$ cat config.mk
export PLATFORM = sky130hd
export DESIGN_NAME = filter_demux_seq
export DESIGN_NICKNAME = d
export VERILOG_FILES = /design/src/rtl/filter_demux_pkg.sv /design/src/rtl/filter_demux_seq_fifo.sv /design/src/rtl/filter_demux_seq.sv
export SDC_FILE = /design/constraint.sdc
export NUM_CORES = 1
export LEC_CHECK = 0
export BUFFER_PORTS_ARGS = -buffer_cell sky130_fd_sc_hd__buf_2
export CAP_MARGIN = 0
export CORE_MARGIN = 2
export CORE_UTILIZATION = 55
export DETAILED_ROUTE_END_ITERATION = 10
export GPL_TIMING_DRIVEN = 0
export PLACE_DENSITY = 0.77
export RECOVER_POWER = 100
export SLEW_MARGIN = 20
export SYNTH_ARGS = -nofsm -noshare
export SYNTH_HDL_FRONTEND = slang
export SYNTH_SLANG_ARGS = --single-unit
export TNS_END_PERCENT = 100
$ cat constraint.sdc
create_clock -name clk -period 10.96 [get_ports clk]
set_clock_uncertainty 0.15 [all_clocks]
set_input_delay 2.74 -clock clk [delete_from_list [all_inputs] [get_ports clk]]
set_output_delay 2.74 -clock clk [all_outputs]
set_load 0.05 [all_outputs]
$ cat src/rtl/filter_demux_pkg.sv
// Shared types and helpers for the filter-slot demux sequencer.
package filter_demux_pkg;

  typedef enum logic {PARALLEL = 1'b0, SERIAL = 1'b1} mode_e;
  typedef enum logic {IDLE = 1'b0, ISSUE = 1'b1} state_e;

  // Upper bound on OUT_CH supported by the one-hot decoder.
  localparam int ONEHOT_MAX = 1024;

  // Bits needed to hold values 0..n-1, never less than one.
  function automatic int bits_for(input int n);
    int r;
    r = 1;
    while ((1 << r) < n) r++;
    return r;
  endfunction

  // One-hot of idx within out_ch channels; all zero when idx is out of range.
  function automatic logic [ONEHOT_MAX-1:0] onehot_dec(input int idx, input int out_ch);
    logic [ONEHOT_MAX-1:0] r;
    r = '0;
    if ((idx >= 0) && (idx < out_ch) && (idx < ONEHOT_MAX)) r[idx] = 1'b1;
    return r;
  endfunction

endpackage

$ cat src/rtl/filter_demux_seq_fifo.sv
// Show-ahead synchronous FIFO; pointers carry one extra wrap bit to tell full from empty.
module sync_fifo #(
  parameter int WIDTH = 8,
  parameter int DEPTH = 4
) (
  input  logic             clk,
  input  logic             rst,
  input  logic             push,
  input  logic             pop,
  input  logic [WIDTH-1:0] wdata,
  output logic [WIDTH-1:0] rdata,
  output logic             full,
  output logic             empty
);

  localparam int AW = (DEPTH > 1) ? $clog2(DEPTH) : 1;

  logic [AW:0]      wr_ptr_q, wr_ptr_d;
  logic [AW:0]      rd_ptr_q, rd_ptr_d;
  logic [WIDTH-1:0] mem_q [DEPTH];
  logic             do_push, do_pop;

  assign full    = (wr_ptr_q[AW] != rd_ptr_q[AW]) && (wr_ptr_q[AW-1:0] == rd_ptr_q[AW-1:0]);
  assign empty   = (wr_ptr_q == rd_ptr_q);
  assign do_push = push && !full;
  assign do_pop  = pop && !empty;
  assign rdata   = mem_q[rd_ptr_q[AW-1:0]];

  always_comb begin
    wr_ptr_d = wr_ptr_q;
    rd_ptr_d = rd_ptr_q;
    if (do_push) wr_ptr_d = wr_ptr_q + (AW+1)'(1);
    if (do_pop)  rd_ptr_d = rd_ptr_q + (AW+1)'(1);
  end

  always_ff @(posedge clk or posedge rst) begin
    if (rst) begin
      wr_ptr_q <= '0;
      rd_ptr_q <= '0;
    end else begin
      wr_ptr_q <= wr_ptr_d;
      rd_ptr_q <= rd_ptr_d;
    end
  end

  // Storage is pure data: emptiness is tracked by the pointers alone.
  always_ff @(posedge clk) begin
    if (do_push) mem_q[wr_ptr_q[AW-1:0]] <= wdata;
  end

endmodule

$ cat src/rtl/filter_demux_seq.sv
// Buffers filter-index requests and issues registered one-hot demux selects,
// all slots in one beat (parallel) or one slot per beat (serial).
module filter_demux_seq
  import filter_demux_pkg::*;
#(
  parameter int  NUM_MACRO      = 1,
  parameter int  OUT_CH         = 64,
  parameter int  MAX_NUM_FILTER = 4,
  parameter int  FIFO_DEPTH     = 4,
  localparam int BIT_OUT_CH     = bits_for(OUT_CH),
  localparam int BIT_CNT        = bits_for(MAX_NUM_FILTER + 1),
  localparam int NF             = NUM_MACRO * MAX_NUM_FILTER
) (
  input  logic                     clk,
  input  logic                     rst,
  input  logic                     in_valid,
  output logic                     in_ready,
  input  logic [NF*BIT_OUT_CH-1:0] which_filter,
  input  logic [BIT_CNT-1:0]       filter_cnt,
  input  logic                     mode,
  output logic                     out_valid,
  input  logic                     out_ready,
  output logic [OUT_CH*NF-1:0]     demux,
  output logic                     out_last,
  output logic                     err,
  input  logic                     err_clr
);

  localparam int WF_W    = NF * BIT_OUT_CH;
  localparam int DEMUX_W = OUT_CH * NF;

  typedef struct packed {
    logic [WF_W-1:0]    wf;
    logic [BIT_CNT-1:0] cnt;
    mode_e              mode;
  } req_t;

  function automatic logic [BIT_CNT-1:0] sat_cnt(input logic [BIT_CNT-1:0] c);
    if (int'(c) > MAX_NUM_FILTER) return BIT_CNT'(MAX_NUM_FILTER);
    return c;
  endfunction

  state_e               state_q, state_d;
  logic [BIT_CNT-1:0]   k_q, k_d;
  req_t                 cur_q, cur_d;
  logic                 out_valid_q, out_valid_d;
  logic [DEMUX_W-1:0]   demux_q, demux_d;
  logic                 out_last_q, out_last_d;
  logic                 err_q, err_d;

  req_t                 fifo_wdata, fifo_rdata;
  logic                 fifo_push, fifo_pop, fifo_full, fifo_empty;
  logic                 adv, load;
  logic [DEMUX_W-1:0]   beat_demux;
  logic                 beat_last, beat_err;

  assign in_ready        = !fifo_full;
  assign fifo_push       = in_valid && in_ready;
  assign fifo_wdata.wf   = which_filter;
  assign fifo_wdata.cnt  = sat_cnt(filter_cnt);
  assign fifo_wdata.mode = mode_e'(mode);
  assign adv             = !out_valid_q || out_ready;

  assign out_valid = out_valid_q;
  assign demux     = demux_q;
  assign out_last  = out_last_q;
  assign err       = err_q;

  sync_fifo #(
    .WIDTH ($bits(req_t)),
    .DEPTH (FIFO_DEPTH)
  ) u_fifo (
    .clk   (clk),
    .rst   (rst),
    .push  (fifo_push),
    .pop   (fifo_pop),
    .wdata (fifo_wdata),
    .rdata (fifo_rdata),
    .full  (fifo_full),
    .empty (fifo_empty)
  );

  // State register
  always_ff @(posedge clk or posedge rst) begin
    if (rst) begin
      state_q     <= IDLE;
      k_q         <= '0;
      out_valid_q <= 1'b0;
      demux_q     <= '0;
      out_last_q  <= 1'b0;
      err_q       <= 1'b0;
    end else begin
      state_q     <= state_d;
      k_q         <= k_d;
      out_valid_q <= out_valid_d;
      demux_q     <= demux_d;
      out_last_q  <= out_last_d;
      err_q       <= err_d;
    end
  end

  always_ff @(posedge clk) begin
    cur_q <= cur_d;
  end

  // Next-state: continue the current request, else pop the next one, else idle
  always_comb begin
    state_d  = state_q;
    k_d      = k_q;
    cur_d    = cur_q;
    fifo_pop = 1'b0;
    load     = 1'b0;
    if (adv) begin
      if ((state_q == ISSUE) && !out_last_q) begin
        k_d  = k_q + BIT_CNT'(1);
        load = 1'b1;
      end else if (!fifo_empty) begin
        state_d  = ISSUE;
        k_d      = '0;
        cur_d    = fifo_rdata;
        fifo_pop = 1'b1;
        load     = 1'b1;
      end else begin
        state_d = IDLE;
        k_d     = '0;
      end
    end
  end

  // Output: decode the beat selected by the next-state values
  always_comb begin
    int idx;
    idx        = 0;
    beat_demux = '0;
    beat_err   = 1'b0;
    beat_last  = (cur_d.mode == PARALLEL) || (cur_d.cnt == '0) ||
                 ((k_d + BIT_CNT'(1)) == cur_d.cnt);
    for (int m = 0; m < NUM_MACRO; m++) begin
      for (int s = 0; s < MAX_NUM_FILTER; s++) begin
        if ((s < int'(cur_d.cnt)) && ((cur_d.mode == PARALLEL) || (s == int'(k_d)))) begin
          idx = int'(cur_d.wf[(m*MAX_NUM_FILTER+s)*BIT_OUT_CH +: BIT_OUT_CH]);
          beat_demux[(m*MAX_NUM_FILTER+s)*OUT_CH +: OUT_CH] = OUT_CH'(onehot_dec(idx, OUT_CH));
          if (idx >= OUT_CH) beat_err = 1'b1;
        end
      end
    end

    out_valid_d = out_valid_q;
    demux_d     = demux_q;
    out_last_d  = out_last_q;
    if (load) begin
      out_valid_d = 1'b1;
      demux_d     = beat_demux;
      out_last_d  = beat_last;
    end else if (adv) begin
      out_valid_d = 1'b0;
      demux_d     = '0;
      out_last_d  = 1'b0;
    end

    // A new error outranks a same-cycle clear.
    err_d = err_q;
    if (err_clr) err_d = 1'b0;
    if (load && beat_err) err_d = 1'b1;
  end

endmodule

==> reports/summary.log <==
[floorplan] Die X-Extent 174.5 um
[cts] quantity of hold-fixing buffers added after cts 0
[timing] actual transition at the worst max-transition pin 2.998 ns
[setup_path] delay contributed by the slowest stage of the critical path 1.36 ns
[pwr] internal power 3201 uW
[floorplan] floorplan row count 62
[timing] number of hold-slack violations in the final timing report 0
[synthesis] flip-flop and latch count after synthesis 408
[detailed_routing] final wirelength 41690 um
[cts] Root Buffer sky130_fd_sc_hd__clkbuf_16
[grt] All-Layer GR Usage 0.2692
[finish] Final nets 1594
[pwr] power share of the clock group 0.268
[synthesis] post-synth top area cell sky130_fd_sc_hd__dfrtp_1
[floorplan] Die Footprint 30450 um^2
[detailed_routing] starting DRC count in detailed routing 1078
[synthesis] Post-Syn Nets 1254
[place] gp weighted congestion 0.8368
[cts] post-CTS clock slew at the launch and capture registers of the worst setup and hold paths 0.06 ns
[setup_path] reg2reg setup slack 5.94 ns
[pwr] switch share 0.4057
[timing] number of pins with negative max-slew slack in the final report 119
[pwr] power per unit of standard cell area 285.4 nW/um^2
[grt] vias in the first global route 11295
[timing] unrepaired setup endpoints after global routing false
[detailed_routing] number of vias after detailed routing 11485
[setup_path] combined buffer and inverter count along the critical path 4
[setup_path] Arrival @ worst endpoint 7.26 ns
[setup_path] largest fanout on the critical path 10
[synthesis] proportion of register bits with asynchronous set or reset after synthesis 0.6569
[flow_run] number of max-cap violations 5
[cts] clock tree from TritonCTS yes
[setup_path] crit path launch type input port
[setup_path] crit path kind input port to flip-flop
[grt] sum of overflow across all layers after global routing 0
[detailed_routing] DR pass1 iterations 5
[timing] slew margin rel. -1.010
[synthesis] Post-Syn Area 15990 um^2
[pwr] P_sw 2185 uW
[synthesis] count leader, synth sky130_fd_sc_hd__dfrtp_1
[synthesis] share of the synthesized area in the top cell type 0.4195
[synthesis] leading register cell type out of synthesis sky130_fd_sc_hd__dfrtp_1
[cts] H-tree levels 2
[setup_path] Critical Path Sink Type flip-flop
[floorplan] number of primary I/O pins 293
[setup_path] Data required, critical path 11.27 ns
[run_status] outcome complete, but fails checks
[finish] ratio of cells with drive above 1 in the final layout 0.07386
[synthesis] Post-Synthesis Cells 1210
[detailed_routing] DRC violations left 0
[floorplan] Die Height 174.5 um
[timing] Hold Slack 0.3007 ns
[run_status] violated checks max-capacitance violations, max-slew violations
[setup_path] category of cells accounting for the largest share of critical-path delay simple AND/OR/NAND/NOR gates
[place] quantity of I/O buffers inserted on ports 290
[synthesis] ranking of synthesized cells by area sky130_fd_sc_hd__dfrtp_1 (42%), sky130_fd_sc_hd__edfxtp_1 (21%), sky130_fd_sc_hd__a22o_1 (6.4%)
[worst_hold_path] class of the tightest hold or removal check flip-flop to flip-flop
[cts] sink count of the clock tree 408
[detailed_routing] routed len/inst 21.17 um
[pwr] Flop pwr share 0.360
[cts] setup bufs post-CTS 0
[floorplan] Core Footprint 28630 um^2
[synthesis] sequential share of the synthesized area 0.6649
[grt] wire length of the first global-routing pass 63870 um
[timing] # setup viols final 0
[floorplan] initial cell density of the core 0.5585
[grt] pin count of the biggest net entering global routing 111
[synthesis] most common library cells after synthesis sky130_fd_sc_hd__dfrtp_1 (268), sky130_fd_sc_hd__nand2_1 (174), sky130_fd_sc_hd__a22o_1 (117)
[cts] maximum root-to-sink buffer count 3
[pwr] portion of total power attributed to combinational logic 0.372
[cts] clock latency at the later pin of the worst-skew pair 0.53 ns
[synthesis] Unique masters post-synth 65
[timing] share of the cycle needed by the critical path after routing 0.6335
[timing] minimum period implied by the final worst setup slack 6.943 ns
[grt] number of antenna violations at the first check in global routing 1
[setup_path] Critical Path Slowest Stage Cell sky130_fd_sc_hd__nor4_1
[pwr] leakage power total 0.007756 uW
[detailed_routing] post-detailed-route via-to-cell ratio 5.833
[cts] number of buffers inserted during clock tree synthesis 42
[synthesis] mean instance size in the synthesized netlist 13.21 um^2
[place] HPWL after detailed placement 29160 um
[place] number of cells in the design after placement 1890
[setup_path] most used cell, CP sky130_fd_sc_hd__clkbuf_1
[finish] area growth from synthesis to final layout 18.04%
[synthesis] number of enable flip-flop cells after synthesis 112
[finish] Post-Layout Cell Count 1969
[timing] Achievable Freq 144.0 MHz
[pwr] PnR Total Power 5386 uW
[synthesis] number of warnings reported in the yosys synthesis log 0
[cts] CTS-repair resized insts 0
[setup_path] cells traversed along the worst timing path buf_2 > nor2b_1 > clkbuf_1 > clkbuf_1 > clkbuf_1 > nor3_1 > a21oi_1 > ha_1 > a21oi_1 > nor4_1 > a22o_1
[detailed_routing] antenna-violating nets left 0
[pwr] Max VDD drop 0.1487 mV
==> worst paths after layout <==
path / start / endpoint / depth (start not counted)
worst max-delay path: out_ready / demux[8] / 11
worst min-delay path: cur_q[10] / cur_q[10] / 2
worst max register to register: out_valid / demux[8] / 10
worst min register to register: cur_q[10] / cur_q[10] / 2
max in group asynchronous: rst / demux[100] / 3
min in group asynchronous: rst / demux[14] / 2
==> layout by cell type (no fill, tap or decap), types with 4 or more instances in the layout <==
| master | instances |
|---|---|
| sky130_fd_sc_hd__clkbuf_1 | 361 |
| sky130_fd_sc_hd__dfrtp_1 | 268 |
| sky130_fd_sc_hd__nand2_1 | 174 |
| sky130_fd_sc_hd__a22o_1 | 117 |
| sky130_fd_sc_hd__edfxtp_1 | 112 |
| sky130_fd_sc_hd__o21ai_0 | 111 |
| sky130_fd_sc_hd__clkbuf_16 | 45 |
| sky130_fd_sc_hd__nor2_1 | 44 |
| sky130_fd_sc_hd__mux4_2 | 28 |
| sky130_fd_sc_hd__dfxtp_1 | 28 |
| sky130_fd_sc_hd__a32o_1 | 26 |
| sky130_fd_sc_hd__nor3_1 | 23 |
| sky130_fd_sc_hd__nand3_1 | 20 |
| sky130_fd_sc_hd__inv_1 | 20 |
| sky130_fd_sc_hd__mux2i_1 | 14 |
| sky130_fd_sc_hd__or3_1 | 12 |
| sky130_fd_sc_hd__ha_1 | 11 |
| sky130_fd_sc_hd__and2_1 | 10 |
| sky130_fd_sc_hd__nand2b_1 | 8 |
| sky130_fd_sc_hd__nor2b_1 | 7 |
| sky130_fd_sc_hd__a31oi_1 | 7 |
| sky130_fd_sc_hd__o31ai_1 | 7 |
| sky130_fd_sc_hd__clkinv_2 | 7 |
| sky130_fd_sc_hd__buf_2 | 6 |
| sky130_fd_sc_hd__xor2_1 | 6 |
| sky130_fd_sc_hd__nor4_1 | 6 |
| sky130_fd_sc_hd__o21ai_1 | 6 |
| sky130_fd_sc_hd__nor3b_1 | 6 |
| sky130_fd_sc_hd__and3_1 | 6 |
| sky130_fd_sc_hd__a21oi_1 | 5 |
| sky130_fd_sc_hd__buf_1 | 5 |
| sky130_fd_sc_hd__nand3b_1 | 5 |
| sky130_fd_sc_hd__o31ai_2 | 4 |
| sky130_fd_sc_hd__mux2_2 | 4 |
| sky130_fd_sc_hd__mux2_1 | 4 |
| sky130_fd_sc_hd__xnor2_1 | 4 |
| sky130_fd_sc_hd__bufinv_16 | 4 |
==> worst reg2reg max path: stages, from the launching register on <==
cell,delay (ns)
sky130_fd_sc_hd__dfrtp_1,0.36
sky130_fd_sc_hd__nor2b_1,0.37
sky130_fd_sc_hd__clkbuf_1,0.37
sky130_fd_sc_hd__clkbuf_1,0.60
sky130_fd_sc_hd__clkbuf_1,0.67
sky130_fd_sc_hd__nor3_1,0.11
sky130_fd_sc_hd__a21oi_1,0.26
sky130_fd_sc_hd__ha_1,0.20
sky130_fd_sc_hd__a21oi_1,0.20
sky130_fd_sc_hd__nor4_1,1.37
sky130_fd_sc_hd__a22o_1,0.29
==> per-stage QoR <==
step / area [um^2] / setup TNS, ns / worst slack [ns] / util
after floorplan: 15990 / 0 / 0.6880 / -
after global placement: 17920 / -477.68 / -1.828 / 0.6260
after detailed placement: 18080 / 0 / 3.561 / 0.6317
after CTS: 19490 / 0 / 4.090 / 0.6809
after global routing: 18870 / 0 / 3.782 / 0.6591
final: 18870 / 0 / 4.017 / 0.6592
==> sequential cells by signal (all words and copies together) (netlist names) <==
name             cells
u_fifo.rd_ptr_q      3
u_fifo.wr_ptr_q      3
state_q              1
out_last             1
demux              256
u_fifo.mem_q       112
cur_q               28
out_valid            1
k_q                  3
==> power by group through the flow <==
stage               sequential, uW  combinational (uW)  clock (uW)
CTS                           1930                2140        1460
global placement              1950                2050           0
detailed placement            1960                2130           0
global route                  1960                2160        1530
finish                        1940                2000        1440
floorplan                     2190                1270           0
==> kinds of logic after synthesis <==
kind of cell / share of synthesized area
buffers and inverters: 0.02473
AOI/OAI and AO/OA: 0.1383
muxes: 0.05768
xor gates and xnor gates: 0.005478
adders and majority gates: 0.008609
DFF: 0.6649
and+or+nand+nor: 0.1000
other: 0.0002346
==> routing by layer <==
layer / track usage / vias up / wire length [um] / share of wire
li1: - / 5140 / - / -
met1: 0.3822 / 5854 / 18020 / 0.43
met2: 0.4355 / 411 / 20000 / 0.48
met3: 0.04090 / 80 / 2515 / 0.060
met4: 0.08229 / 0 / 1151 / 0.028
met5: 0 / - / 0 / 0
==> final cells by class <==
cell class / count / area, um^2
Timing Repair Buffer: 296 / 1164
Buffer: 69 / 276.5
Sequential cell: 408 / 10630
Inverter: 24 / 91.34
Clock buffer: 62 / 1224
Tap cell: 384 / 480.5
Multi-Input combinational cell: 709 / 4816
Fill cell: 2240 / 9754
Antenna cell: 1 / 2.502
Clock inverter: 16 / 186.4
No activity file was read; power rests on OpenSTA's default activity.
